## config.mk

```make
export PLATFORM = sky130hd
export DESIGN_NAME = countdown_timer_ctrl
export DESIGN_NICKNAME = d
export VERILOG_FILES = /design/src/rtl/timer_pkg.sv /design/src/rtl/bcd_down_counter.sv /design/src/rtl/countdown_timer_ctrl.sv
export SDC_FILE = /design/constraint.sdc
export NUM_CORES = 1
export LEC_CHECK = 0
export CAP_MARGIN = 20
export CORE_MARGIN = 4
export CORE_UTILIZATION = 50
export CTS_BUF_LIST = sky130_fd_sc_hd__clkbuf_4
export DETAILED_ROUTE_END_ITERATION = 6
export PLACE_DENSITY_LB_ADDON = 0.12
export SLEW_MARGIN = 20
export SYNTH_ARGS = -nofsm -noshare
export SYNTH_HDL_FRONTEND = slang
export SYNTH_HIERARCHICAL = 1
export SYNTH_SLANG_ARGS = --single-unit
```

## constraint.sdc

```tcl
create_clock -name clk -period 4.54 [get_ports clk]
set_input_delay 0.908 -clock clk [delete_from_list [all_inputs] [get_ports clk]]
set_output_delay 0.908 -clock clk [all_outputs]
set_load 0.01 [all_outputs]
```

## src/rtl/timer_pkg.sv

```systemverilog
// Shared types and constants for the two-stage countdown timer controller.
package timer_pkg;

    typedef enum logic [2:0] {
        ST_IDLE  = 3'd0,
        ST_EDIT  = 3'd1,
        ST_RUN   = 3'd2,
        ST_PAUSE = 3'd3,
        ST_DONE  = 3'd4
    } state_t;

    localparam logic [3:0] KEY_DIGIT_MAX = 4'd9;
    localparam logic [7:0] SEC_WRAP      = 8'h59;

    function automatic int unsigned bcd_width(input int unsigned digits);
        return 4 * digits;
    endfunction

endpackage

```

## src/rtl/bcd_down_counter.sv

```systemverilog
// Loadable packed-BCD down counter; optional min:sec borrow on the two low digits.
module bcd_down_counter
    import timer_pkg::*;
#(
    parameter int unsigned DIGITS  = 4,
    parameter int unsigned MIN_SEC = 1
) (
    input  logic                         clk,
    input  logic                         reseta,
    input  logic                         load,
    input  logic [bcd_width(DIGITS)-1:0] load_val,
    input  logic                         dec,
    output logic [bcd_width(DIGITS)-1:0] value,
    output logic                         is_zero,
    output logic                         is_one
);

    localparam int unsigned W = bcd_width(DIGITS);

    logic [W-1:0] dec_val;
    logic         borrow;

    // Ripple borrow across digits; an all-zero seconds pair then becomes 59 instead of 99.
    always_comb begin
        dec_val = value;
        borrow  = 1'b1;
        for (int i = 0; i < int'(DIGITS); i++) begin
            if (borrow) begin
                if (value[4*i +: 4] == 4'd0) begin
                    dec_val[4*i +: 4] = 4'd9;
                end else begin
                    dec_val[4*i +: 4] = value[4*i +: 4] - 4'd1;
                    borrow            = 1'b0;
                end
            end
        end
        if (MIN_SEC != 0 && value[7:0] == 8'h00) begin
            dec_val[7:0] = SEC_WRAP;
        end
    end

    always_ff @(posedge clk or negedge reseta) begin
        if (!reseta) begin
            value <= '0;
        end else if (load) begin
            value <= load_val;
        end else if (dec) begin
            value <= dec_val;
        end
    end

    assign is_zero = (value == W'(0));
    assign is_one  = (value == W'(1));

endmodule

```

## src/rtl/countdown_timer_ctrl.sv

```systemverilog
// Keypad-programmed two-stage countdown timer: preset entry, run/pause, chained stages, alarm.
module countdown_timer_ctrl
    import timer_pkg::*;
#(
    parameter int unsigned DIGITS   = 4,
    parameter int unsigned TICK_DIV = 50000000,
    parameter int unsigned MIN_SEC  = 1
) (
    input  logic                         clk,
    input  logic                         reseta,
    input  logic                         key_valid,
    input  logic [3:0]                   key_code,
    input  logic                         key_enter,
    input  logic                         start_pause,
    input  logic                         clear,
    input  logic                         stage_sel,
    output logic [bcd_width(DIGITS)-1:0] bcd_out,
    output logic                         running,
    output logic                         tim1,
    output logic                         tim2,
    output logic                         stage_done,
    output logic                         alarm
);

    localparam int unsigned W  = bcd_width(DIGITS);
    localparam int unsigned PW = $clog2(TICK_DIV);

    state_t        state, state_n;
    logic [W-1:0]  preset0, preset0_n;
    logic [W-1:0]  preset1, preset1_n;
    logic [W-1:0]  edit_buf, edit_buf_n;
    logic [PW-1:0] prescaler, prescaler_n;
    logic          stage, stage_n;
    logic          stage_done_n;

    logic          cnt_load;
    logic [W-1:0]  cnt_load_val;
    logic          cnt_dec;
    logic [W-1:0]  count;
    logic          cnt_is_zero;
    logic          cnt_is_one;

    logic          digit_key;
    logic          tick;

    assign digit_key = key_valid && (key_code <= KEY_DIGIT_MAX);
    assign tick      = (prescaler == PW'(TICK_DIV - 1));

    bcd_down_counter #(
        .DIGITS  (DIGITS),
        .MIN_SEC (MIN_SEC)
    ) u_counter (
        .clk      (clk),
        .reseta   (reseta),
        .load     (cnt_load),
        .load_val (cnt_load_val),
        .dec      (cnt_dec),
        .value    (count),
        .is_zero  (cnt_is_zero),
        .is_one   (cnt_is_one)
    );

    always_ff @(posedge clk or negedge reseta) begin
        if (!reseta) begin
            state      <= ST_IDLE;
            preset0    <= '0;
            preset1    <= '0;
            edit_buf   <= '0;
            prescaler  <= '0;
            stage      <= 1'b0;
            stage_done <= 1'b0;
        end else begin
            state      <= state_n;
            preset0    <= preset0_n;
            preset1    <= preset1_n;
            edit_buf   <= edit_buf_n;
            prescaler  <= prescaler_n;
            stage      <= stage_n;
            stage_done <= stage_done_n;
        end
    end

    // Event arbitration per state: clear, then start_pause, then key_enter, then digit keys.
    always_comb begin
        state_n      = state;
        preset0_n    = preset0;
        preset1_n    = preset1;
        edit_buf_n   = edit_buf;
        prescaler_n  = prescaler;
        stage_n      = stage;
        stage_done_n = 1'b0;
        cnt_load     = 1'b0;
        cnt_load_val = '0;
        cnt_dec      = 1'b0;

        case (state)
            ST_IDLE: begin
                if (clear) begin
                    state_n = ST_IDLE;
                end else if (start_pause) begin
                    if (preset0 != W'(0)) begin
                        cnt_load     = 1'b1;
                        cnt_load_val = preset0;
                        stage_n      = 1'b0;
                        prescaler_n  = '0;
                        state_n      = ST_RUN;
                    end else if (preset1 != W'(0)) begin
                        cnt_load     = 1'b1;
                        cnt_load_val = preset1;
                        stage_n      = 1'b1;
                        prescaler_n  = '0;
                        state_n      = ST_RUN;
                    end
                end else if (!key_enter && digit_key) begin
                    edit_buf_n = {(W-4)'(0), key_code};
                    state_n    = ST_EDIT;
                end
            end
            ST_EDIT: begin
                if (clear) begin
                    edit_buf_n = '0;
                    state_n    = ST_IDLE;
                end else if (key_enter) begin
                    if (stage_sel) preset1_n = edit_buf;
                    else           preset0_n = edit_buf;
                    state_n = ST_IDLE;
                end else if (digit_key) begin
                    edit_buf_n = {edit_buf[W-5:0], key_code};
                end
            end
            ST_RUN: begin
                if (clear) begin
                    cnt_load = 1'b1;
                    state_n  = ST_IDLE;
                end else if (start_pause) begin
                    state_n = ST_PAUSE;
                end else begin
                    prescaler_n = tick ? '0 : prescaler + PW'(1);
                    if (tick) begin
                        if (cnt_is_one || cnt_is_zero) begin
                            cnt_load = 1'b1;
                            if (!stage && preset1 != W'(0)) begin
                                cnt_load_val = preset1;
                                stage_n      = 1'b1;
                                stage_done_n = 1'b1;
                            end else begin
                                state_n = ST_DONE;
                            end
                        end else begin
                            cnt_dec = 1'b1;
                        end
                    end
                end
            end
            ST_PAUSE: begin
                if (clear) begin
                    cnt_load = 1'b1;
                    state_n  = ST_IDLE;
                end else if (start_pause) begin
                    state_n = ST_RUN;
                end
            end
            ST_DONE: begin
                if (clear || start_pause) begin
                    state_n = ST_IDLE;
                end
            end
            default: state_n = ST_IDLE;
        endcase
    end

    always_comb begin
        case (state)
            ST_IDLE: bcd_out = stage_sel ? preset1 : preset0;
            ST_EDIT: bcd_out = edit_buf;
            default: bcd_out = count;
        endcase
    end

    assign running = (state == ST_RUN);
    assign tim1    = running && !stage;
    assign tim2    = running && stage;
    assign alarm   = (state == ST_DONE);

endmodule
```

# After elaboration in Yosys (flattened, before gate mapping)
# Cells that the tools add are included.
# Widths: inputs -> output; s select.
totals:
  ff_bits: 95
  latch_bits: 0
  ramBits: 0
  rom_bits: 0
  in_bits: 11
  output_inout_bits: 21
  word_cells: 167
  mem_count: 0
classes:
  addsub: 5
  mul: 0
  div_mod_pow: 0
  magnitude_cmp: 1
  n_eq_ne: 26
  n_shift: 0
  muxes: 89
  bitwise: 2
  n_reduce_logical: 33
ops:
  columns: ["cell", "n"]
  rows:
  - ["$mux 16", 18]
  - ["$mux 26", 7]
  - ["$pmux 16 s2", 3]
  - ["$pmux 26 s2", 1]
  - ["$mux 3", 15]
  - ["$mux 1", 34]
  - ["$reduce_bool 16->1", 2]
  - ["$mux 4", 7]
  - ["$add 26x1->26 const B", 1]
  - ["$eq 26x26->1 const B", 1]
  - ["$eq 16x1->1 const B", 1]
  - ["$logic_not 16->1", 1]
  - ["$logic_not 4->1", 4]
  - ["$sub 4x1->4 const B", 4]
  - ["$ne 3x3->1 const B", 5]
  - ["$pmux 3 s5", 1]
  - ["$ne 2x2->1 const B", 6]
  - ["$reduce_and 6->1", 2]
  - ["$reduce_bool 2->1", 5]
  - ["$reduce_and 9->1", 1]
  - ["$logic_not 8->1", 1]
  - ["$mux 8", 1]
  - ["$ne 2x1->1 const B", 4]
  - ["$ne 4x3->1 const B", 2]
  - ["17 further kinds", 29]

# Logic depth before layout (Yosys ltp)
# Gate-level depths: netlist of the first run.
depth:
  word_depth: 9
  mapped_depth: 14

# Modules after synthesis
# Netlist of the first run, hierarchy kept.
modules_own_cells:
  columns: ["mod", "instances", "cells_each", "area_each_um2", "seq_area_each_um2"]
  rows:
  - ["countdown_timer_ctrl", 1, 508, 4775.8, 1976.9]
  - ["bcd_down_counter", 1, 120, 1069.8, 400.4]

# Worst setup path before layout of the first run
# Ideal clock, no wire load.
synth_path:
  kind: "flip-flop to flip-flop"
  startpoint: "reg u_counter.value[4]"
  endpoint: "reg u_counter.value[13]"
  arrival_time_ps: 3375
  slack_ps: 1037
  stages_incl_launch_ff: 14
  path_buffers: 2
  synth_period_minus_slack_ps: 3503
  path_cell_list: "dfrtp_1 -> inv_1 -> ha_1 -> or4b_1 -> buf_2 -> or3_1 -> nor4_1 -> nor2_1 -> nor4_1 -> a21oi_1 -> o21ai_0 -> clkinv_1 -> clkbuf_1 -> a2bb2oi_1"
synth_via:
  elab_chain_cells: 9
  word_cells_on_any_way: 26
synth_lines:
  columns: ["item", "line_no", "source"]
  rows:
  - ["from (decl)", "bcd_down_counter.sv:13", "output logic [bcd_width(DIGITS)-1:0] value,"]
  - ["from (signal assigned)", "bcd_down_counter.sv:46", "value <= load_val;"]
  - ["from (signal assigned)", "bcd_down_counter.sv:48", "value <= dec_val;"]
  - ["$eq 16x1->1 (*)", "bcd_down_counter.sv:53", "assign is_one = (value == W'(1));"]
  - ["named net cnt_is_one", "countdown_timer_ctrl.sv:41", "logic cnt_is_one;"]
  - ["$logic_or 1x1->1 (*)", "countdown_timer_ctrl.sv:140", "if (cnt_is_one || cnt_is_zero) begin"]
  - ["$mux 1 (*)", "countdown_timer_ctrl.sv:140", null]
  - ["$mux 1 (*)", "countdown_timer_ctrl.sv:139", "if (tick) begin"]
  - ["$mux 1 (*)", "countdown_timer_ctrl.sv:135", "end else if (start_pause) begin"]
  - ["$mux 1 (*)", "countdown_timer_ctrl.sv:132", "if (clear) begin"]
  - ["$pmux 1 s3 (*)", "countdown_timer_ctrl.sv:96", "case (state)"]
  - ["named net cnt_load", "countdown_timer_ctrl.sv:36", "logic cnt_load;"]
  - ["$reduce_bool 2->1 (no line)", null, null]
  - ["$reduce_and 2->1 (no line)", null, null]
# Mark *: on every way through the listed nets, which the timed path passes. The rest lies on a longest branch.
# A chain may end at the register's enable or synchronous reset.

# Worst setup path in the final report of the first run
layout_path:
  startpoint: "in stage_sel"
  endpoint: "out bcd_out[1]"
layout_via:
  elab_chain_cells: 2
layout_lines:
  columns: ["item", "line_no", "source"]
  rows:
  - ["from (decl)", "countdown_timer_ctrl.sv:16", "input logic stage_sel,"]
  - ["$mux 16", "countdown_timer_ctrl.sv:174", "ST_IDLE: bcd_out = stage_sel ? preset1 : preset0;"]
  - ["$pmux 16 s2", "countdown_timer_ctrl.sv:173", "case (state)"]
  - ["to (decl)", "countdown_timer_ctrl.sv:17", "output logic [bcd_width(DIGITS)-1:0] bcd_out,"]
# No other way between the ends.

==> impl_metrics.env, run 1 <==
export IMPL_status="finished clean"
export IMPL_ys_warn_count=6
export IMPL_pwr_share_seq_pct=41.1
export IMPL_start_kind="input port"
export IMPL_setup_ws_ps=768
export IMPL_netlist_instances=628
export IMPL_ios=32
export IMPL_ant_nets=0
export IMPL_async_reset_ff_share_pct=100
export IMPL_die_w_um=116
export IMPL_place_ws_ps=799
export IMPL_drt_pass1_iterations=6
export IMPL_diodes=0
export IMPL_syn_area_sq_um=5850
export IMPL_core_sq_um=11400
export IMPL_htree_levels=3
export IMPL_detail_route_wirelength_mm=15.3
export IMPL_synth_top_area_cell="dfrtp_1"
export IMPL_internal_power_uw=1670
export IMPL_ys_ff_latch=95
export IMPL_die_area_sq_um=13500
export IMPL_drive_above_1_share_pct=16.2
export IMPL_grt_use_total_pct=24.0
export IMPL_routed_via_count=5056
export IMPL_dp_hpwl_mm=10.6
export IMPL_max_cap_violations=0
export IMPL_instances_no_fill=793
export IMPL_grt_max_degree=77
export IMPL_grt_pass1_wl_mm=25.6
export IMPL_fin_util_pct=56.0
export IMPL_rrSetupSlack_ps=810
export IMPL_via_per_inst=6.38
export IMPL_antenna_found_initial=0
export IMPL_setup_viol=0
export IMPL_final_nets=661
export IMPL_fin_crit_sh_pct=83.1
export IMPL_min_period_ps=3770
export IMPL_arrival_ps=2860
export IMPL_cts_hold_buf=0
export IMPL_tns_ps=0
export IMPL_whs_ps=298
export IMPL_postCtsSetupBuffers=0
export IMPL_clkSinkCount=95
export IMPL_drc_errors=0
export IMPL_grt_pass1_vias=4746
export IMPL_combPwrFrac_pct=44.8
export IMPL_synth_seq_area_share_pct=40.7
export IMPL_synthTopCellsByArea="dfrtp_1, mux2_2, nand2_1, o21ai_0, nor2_1"
export IMPL_p_sw_uw=1360
export IMPL_p_per_area_nw_per_um2=475
export IMPL_ir_drop_uv=381
export IMPL_clkLatencyLatePin_ps=470
export IMPL_port_buffers=31
export IMPL_overflow=0
export IMPL_cts_clk_slew_worst_paths_ps=160
export IMPL_hold_class="input port to asynchronous set/reset pin"
export IMPL_worstPathMaxFanout=18
export IMPL_path_class="input port to output pin"
export IMPL_finalHoldViolations=0
export IMPL_yosysUniqueCellTypes=87
export IMPL_synthToLayoutAreaGrowth_pct=9.31
export IMPL_fp_row_count=39
export IMPL_power_frac_clock_pct=14.1
export IMPL_first_iter_violations=596
export IMPL_skew_ps=21.4
export IMPL_root_buffer="clkbuf_4"
export IMPL_slew_violations=0
export IMPL_synth_main_ff_cell="dfrtp_1"
export IMPL_worst_slew_pin_slew_ps=1050
export IMPL_dp_cells=776
export IMPL_critPathCaptureType="output pin"
export IMPL_numCtsBuffers=9
export IMPL_slew_headroom_pct=30.0
export IMPL_die_h_um=116
export IMPL_cts_resized_gates=0
export IMPL_cts_tree="yes"
export IMPL_power_leakage_uw=0.00275
export IMPL_fmax_ghz=0.265
export IMPL_wl_per_cell_um=19.3
export IMPL_crit_required_ps=3630
export IMPL_rsz0062_at_grt="false"
export IMPL_clockBufferDepth=2
export IMPL_final_cell_mix="dfrtp_1, nand2_1, nor2_1"
export IMPL_syn_area_per_cell_sq_um=9.31
export IMPL_start_util_pct=51.2
export IMPL_synth_edf_count=0
export IMPL_yosys_area_top_type_share_pct=40.7
export IMPL_gp_congestion=0.836
export IMPL_synth_nets=644
export IMPL_final_common_cell="dfrtp_1"
export IMPL_sw_frac_of_total_pct=44.8
## logic make-up after synthesis
group	Yosys count	share of synthesized area, %
AO/OA/AOI/OAI	172	20.8
XOR/XNOR	1	0.150
adder cells (fa/ha/maj)	5	1.07
buffers and inverters	64	4.99
flip-flops	95	40.7
multiplexers	48	8.90
AND/OR/NAND/NOR	243	23.4
## area by class of cell
class | instances | area, sq um
Timing Repair Buffer | 45 | 433
Multi-Input combinational cell | 469 | 3180
Sequential cell | 95 | 2380
Clock buffer | 10 | 75.1
Fill cell | 1041 | 5030
Tap cell | 143 | 179
Clock inverter | 6 | 46.3
Inverter | 25 | 96.3
## flip-flops by register name, indices dropped and copies added, names as in the netlist
| signal | count |
|---|---|
| prescaler | 26 |
| preset0 | 16 |
| stage_done | 1 |
| u_counter/value | 16 |
| preset1 | 16 |
| stage | 1 |
| edit_buf | 16 |
| state | 3 |
## critical path: stages
cell	delay (ps)
clkdlybuf4s50_1	450
buf_4	290
mux2i_1	230
nor2_1	50
a21oi_1	210
o21ai_0	170
clkdlybuf4s50_1	560
## layer usage
layer	track usage, %	part of all wire (%)	vias up
li1	-	-	2390
met1	38.4	50	2475
met2	32.9	42	172
met3	3.63	5.8	19
met4	7.66	1.5	0
met5	0	0	-
## final timing paths
check / start / end / cells past startpoint
worst min-delay path: reseta / state[2] / 1
max in group asynchronous: reseta / preset1[10] / 3
worst min register to register: prescaler[17] / prescaler[17] / 2
worst max register to register: u_counter/value[4] / u_counter/value[9] / 12
worst max-delay path: stage_sel / bcd_out[1] / 7
min in group clk: prescaler[17] / prescaler[17] / 2
## cell usage after synthesis, types with 5 or more instances
cell type	n
a31oi_1	10
buf_2	8
nor3_1	7
and3_1	9
a22o_2	7
o21ai_0	42
nand3_1	26
nand2_1	68
nor2_1	44
nor4_1	14
a22o_1	15
ha_1	5
nand4_1	12
a22oi_1	13
nor2b_1	6
or3_1	7
mux2_2	32
o31ai_1	6
inv_1	23
dfrtp_1	95
mux2i_1	16
clkbuf_1	22
a21oi_1	20
o22ai_1	18
## power groups by stage
stage	clock network [uW]	logic (uW)	registers [uW]
after floorplan	0	969	1170
after global placement	0	1320	1250
after detailed placement	0	1340	1250
after CTS	442	1340	1240
after global routing	481	1490	1280
final	429	1360	1250
## stage by stage
stage / cell area [sq um] / total power, uW
after floorplan: 5850 / 2140
after global placement: 6240 / 2560
after detailed placement: 6240 / 2600
after CTS: 6360 / 3020
after global routing: 6390 / 3250
final: 6390 / 3030
(Power assumes the default switching activity.)
==> run 2: changes to the inputs <==
==> constraint.sdc (replaced) <==
create_clock -name clk -period 3.5 [get_ports clk]
set_input_delay 0.7 -clock clk [delete_from_list [all_inputs] [get_ports clk]]
set_output_delay 0.7 -clock clk [all_outputs]
set_load 0.01 [all_outputs]
==> run 2 against run 1 <==
  * Clock power rose by 64%
  * Cell count rose by 0.76%
  * Worst setup slack got worse by 570 ps
  * Clock skew fell by 1.1 ps
  * Global-route usage rose by 0.25 points
  * Design area rose by 1.8%
  * Total power rose by 37%
==> impl_metrics.env, run 2 (synthesis gave the netlist of run 1 again) <==
export IMPL_status="finished clean"
export IMPL_critPathCapture="u_counter/value[15]"
export IMPL_fmax_ghz=0.303
export IMPL_die_h_um=116
export IMPL_final_cell_mix="dfrtp_1, nand2_1, nor2_1"
export IMPL_root_buffer="clkbuf_4"
export IMPL_crit_required_ps=3870
export IMPL_r2r_start="u_counter/value[0]"
export IMPL_grt_pass1_vias=4802
export IMPL_slew_violations=0
export IMPL_worstReg2RegEnd="u_counter/value[15]"
export IMPL_p_sw_uw=1790
export IMPL_path_delay_family="simple AND/OR/NAND/NOR gates"
export IMPL_pwr_share_seq_pct=39.3
export IMPL_cts_hold_buf=0
export IMPL_core_sq_um=11400
export IMPL_htree_levels=3
export IMPL_diodes=0
export IMPL_max_cap_violations=0
export IMPL_gp_congestion=0.902
export IMPL_r2r_cells=11
export IMPL_cp_slowest_cell="dfrtp_1"
export IMPL_worstPathMaxFanout=10
export IMPL_grt_pass1_wl_mm=25.7
export IMPL_combPwrFrac_pct=43.7
export IMPL_ant_nets=0
export IMPL_overflow=0
export IMPL_startpoint="u_counter/value[0]"
export IMPL_sw_frac_of_total_pct=43.2
export IMPL_path_depth=11
export IMPL_fin_crit_sh_pct=94.2
export IMPL_detail_route_wirelength_mm=15.6
export IMPL_total_power_uw=4140
export IMPL_worst_slew_pin_slew_ps=958
export IMPL_rsz0062_at_grt="false"
export IMPL_synthToLayoutAreaGrowth_pct=11.3
export IMPL_path_class="flip-flop to flip-flop"
export IMPL_port_buffers=31
export IMPL_crit_chain="inv_1 > ha_1 > or3b_2 > nor4_1 > nor2_1 > and3_1 > and3_2 > nand4bb_2 > buf_4 > o41a_1 > a221o_1"
export IMPL_via_per_inst=6.38
export IMPL_critPathBufInv=2
export IMPL_wl_per_cell_um=19.6
export IMPL_critPathCaptureType="flip-flop"
export IMPL_cts_tree="yes"
export IMPL_grt_use_total_pct=24.2
export IMPL_die_w_um=116
export IMPL_die_area_sq_um=13500
export IMPL_clockBufferDepth=2
export IMPL_arrival_ps=3670
export IMPL_tns_ps=0
export IMPL_dp_hpwl_mm=11.1
export IMPL_fill_cells=1009
export IMPL_start_util_pct=51.2
export IMPL_p_per_area_nw_per_um2=636
export IMPL_routed_via_count=5098
export IMPL_internal_power_uw=2350
export IMPL_regArea_sq_um=2380
export IMPL_cts_clk_slew_worst_paths_ps=170
export IMPL_numCtsBuffers=9
export IMPL_multi_input_area_sq_um=3200
export IMPL_drt_pass1_iterations=5
export IMPL_fp_row_count=39
export IMPL_largest_reg_flops=26
export IMPL_hold_class="input port to asynchronous set/reset pin"
export IMPL_clkLatencyLatePin_ps=470
export IMPL_rrSetupSlack_ps=200
export IMPL_setup_viol=0
export IMPL_antenna_found_initial=0
export IMPL_first_iter_violations=446
export IMPL_min_period_ps=3300
export IMPL_power_leakage_uw=0.00280
export IMPL_cpPeakStageDelay_ps=460
export IMPL_finalHoldViolations=0
export IMPL_clkSinkCount=95
export IMPL_final_common_cell="dfrtp_1"
export IMPL_start_kind="flip-flop"
export IMPL_regMostFlops="prescaler"
export IMPL_grt_max_degree=52
export IMPL_power_frac_clock_pct=17.0
export IMPL_drive_above_1_share_pct=17.7
export IMPL_ir_drop_uv=593
export IMPL_final_nets=667
export IMPL_drc_errors=0
export IMPL_skew_ps=20.4
export IMPL_slew_headroom_pct=35.6
export IMPL_ios=32
[run 2: cell types whose count changed in the layout (fill, tap and decap cells not counted), sizes merged]
cell / before / now
buf: 15 / 21
bufinv: 0 / 2
clkinv: 5 / 3
clkinvlp: 1 / 0
inv: 25 / 26
[run 2: area by class of cell]
cell class	instances	share of cell area, %
Multi-Input combinational cell	469	49.3
Sequential cell	95	36.5
Timing Repair Buffer	51	7.42
Tap cell	143	2.75
Inverter	25	1.48
Clock inverter	6	1.38
Clock buffer	10	1.15
[run 2: worst min-delay path by stage]
stage / startpoint / to / cells after the start
2_1_floorplan: reseta / edit_buf[0] / 0
3_3_place_gp: edit_buf[14] / edit_buf[14] / 2
3_5_place_dp: edit_buf[14] / edit_buf[14] / 2
4_1_cts: reseta / state[2] / 1
5_1_grt: reseta / state[0] / 1
6_report: reseta / state[0] / 1
[run 2: what timing repair did]
action,4_1_cts,5_1_grt
resized for setup,1,3
endpoints found under the hold margin,0,0
setup buffers,0,0
endpoints found under the setup margin,3,12
[run 2: layer usage]
metal  vias up  global-route usage (%)  wire length, um
met5         -                       0                0
met4         0                    7.42              228
met3        24                    3.42             1130
met2       199                    33.6             6660
met1      2470                    38.8             7610
li1       2405                       -                -
[run 2: per-stage QoR]
step                util [%]  instance area, sq um  setup WS, ps  hold slack (ps)  std cells
floorplan                  -                  5850           178              404        628
global placement        55.3                  6320           239              524        783
detailed placement      55.3                  6320           123              542        783
CTS                     56.8                  6480           123              254        799
global route            57.0                  6500          31.2              279        799
finish                  57.0                  6500           202              246        799
[run 2: power by group through the flow]
| stage | sequential, uW | combinational [uW] | clock (uW) |
|---|---|---|---|
| final | 1620 | 1810 | 705 |
| after global routing | 1670 | 1990 | 755 |
| after CTS | 1610 | 1790 | 721 |
| after detailed placement | 1640 | 1780 | 0 |
| after global placement | 1620 | 1740 | 0 |
| after floorplan | 1520 | 1260 | 0 |
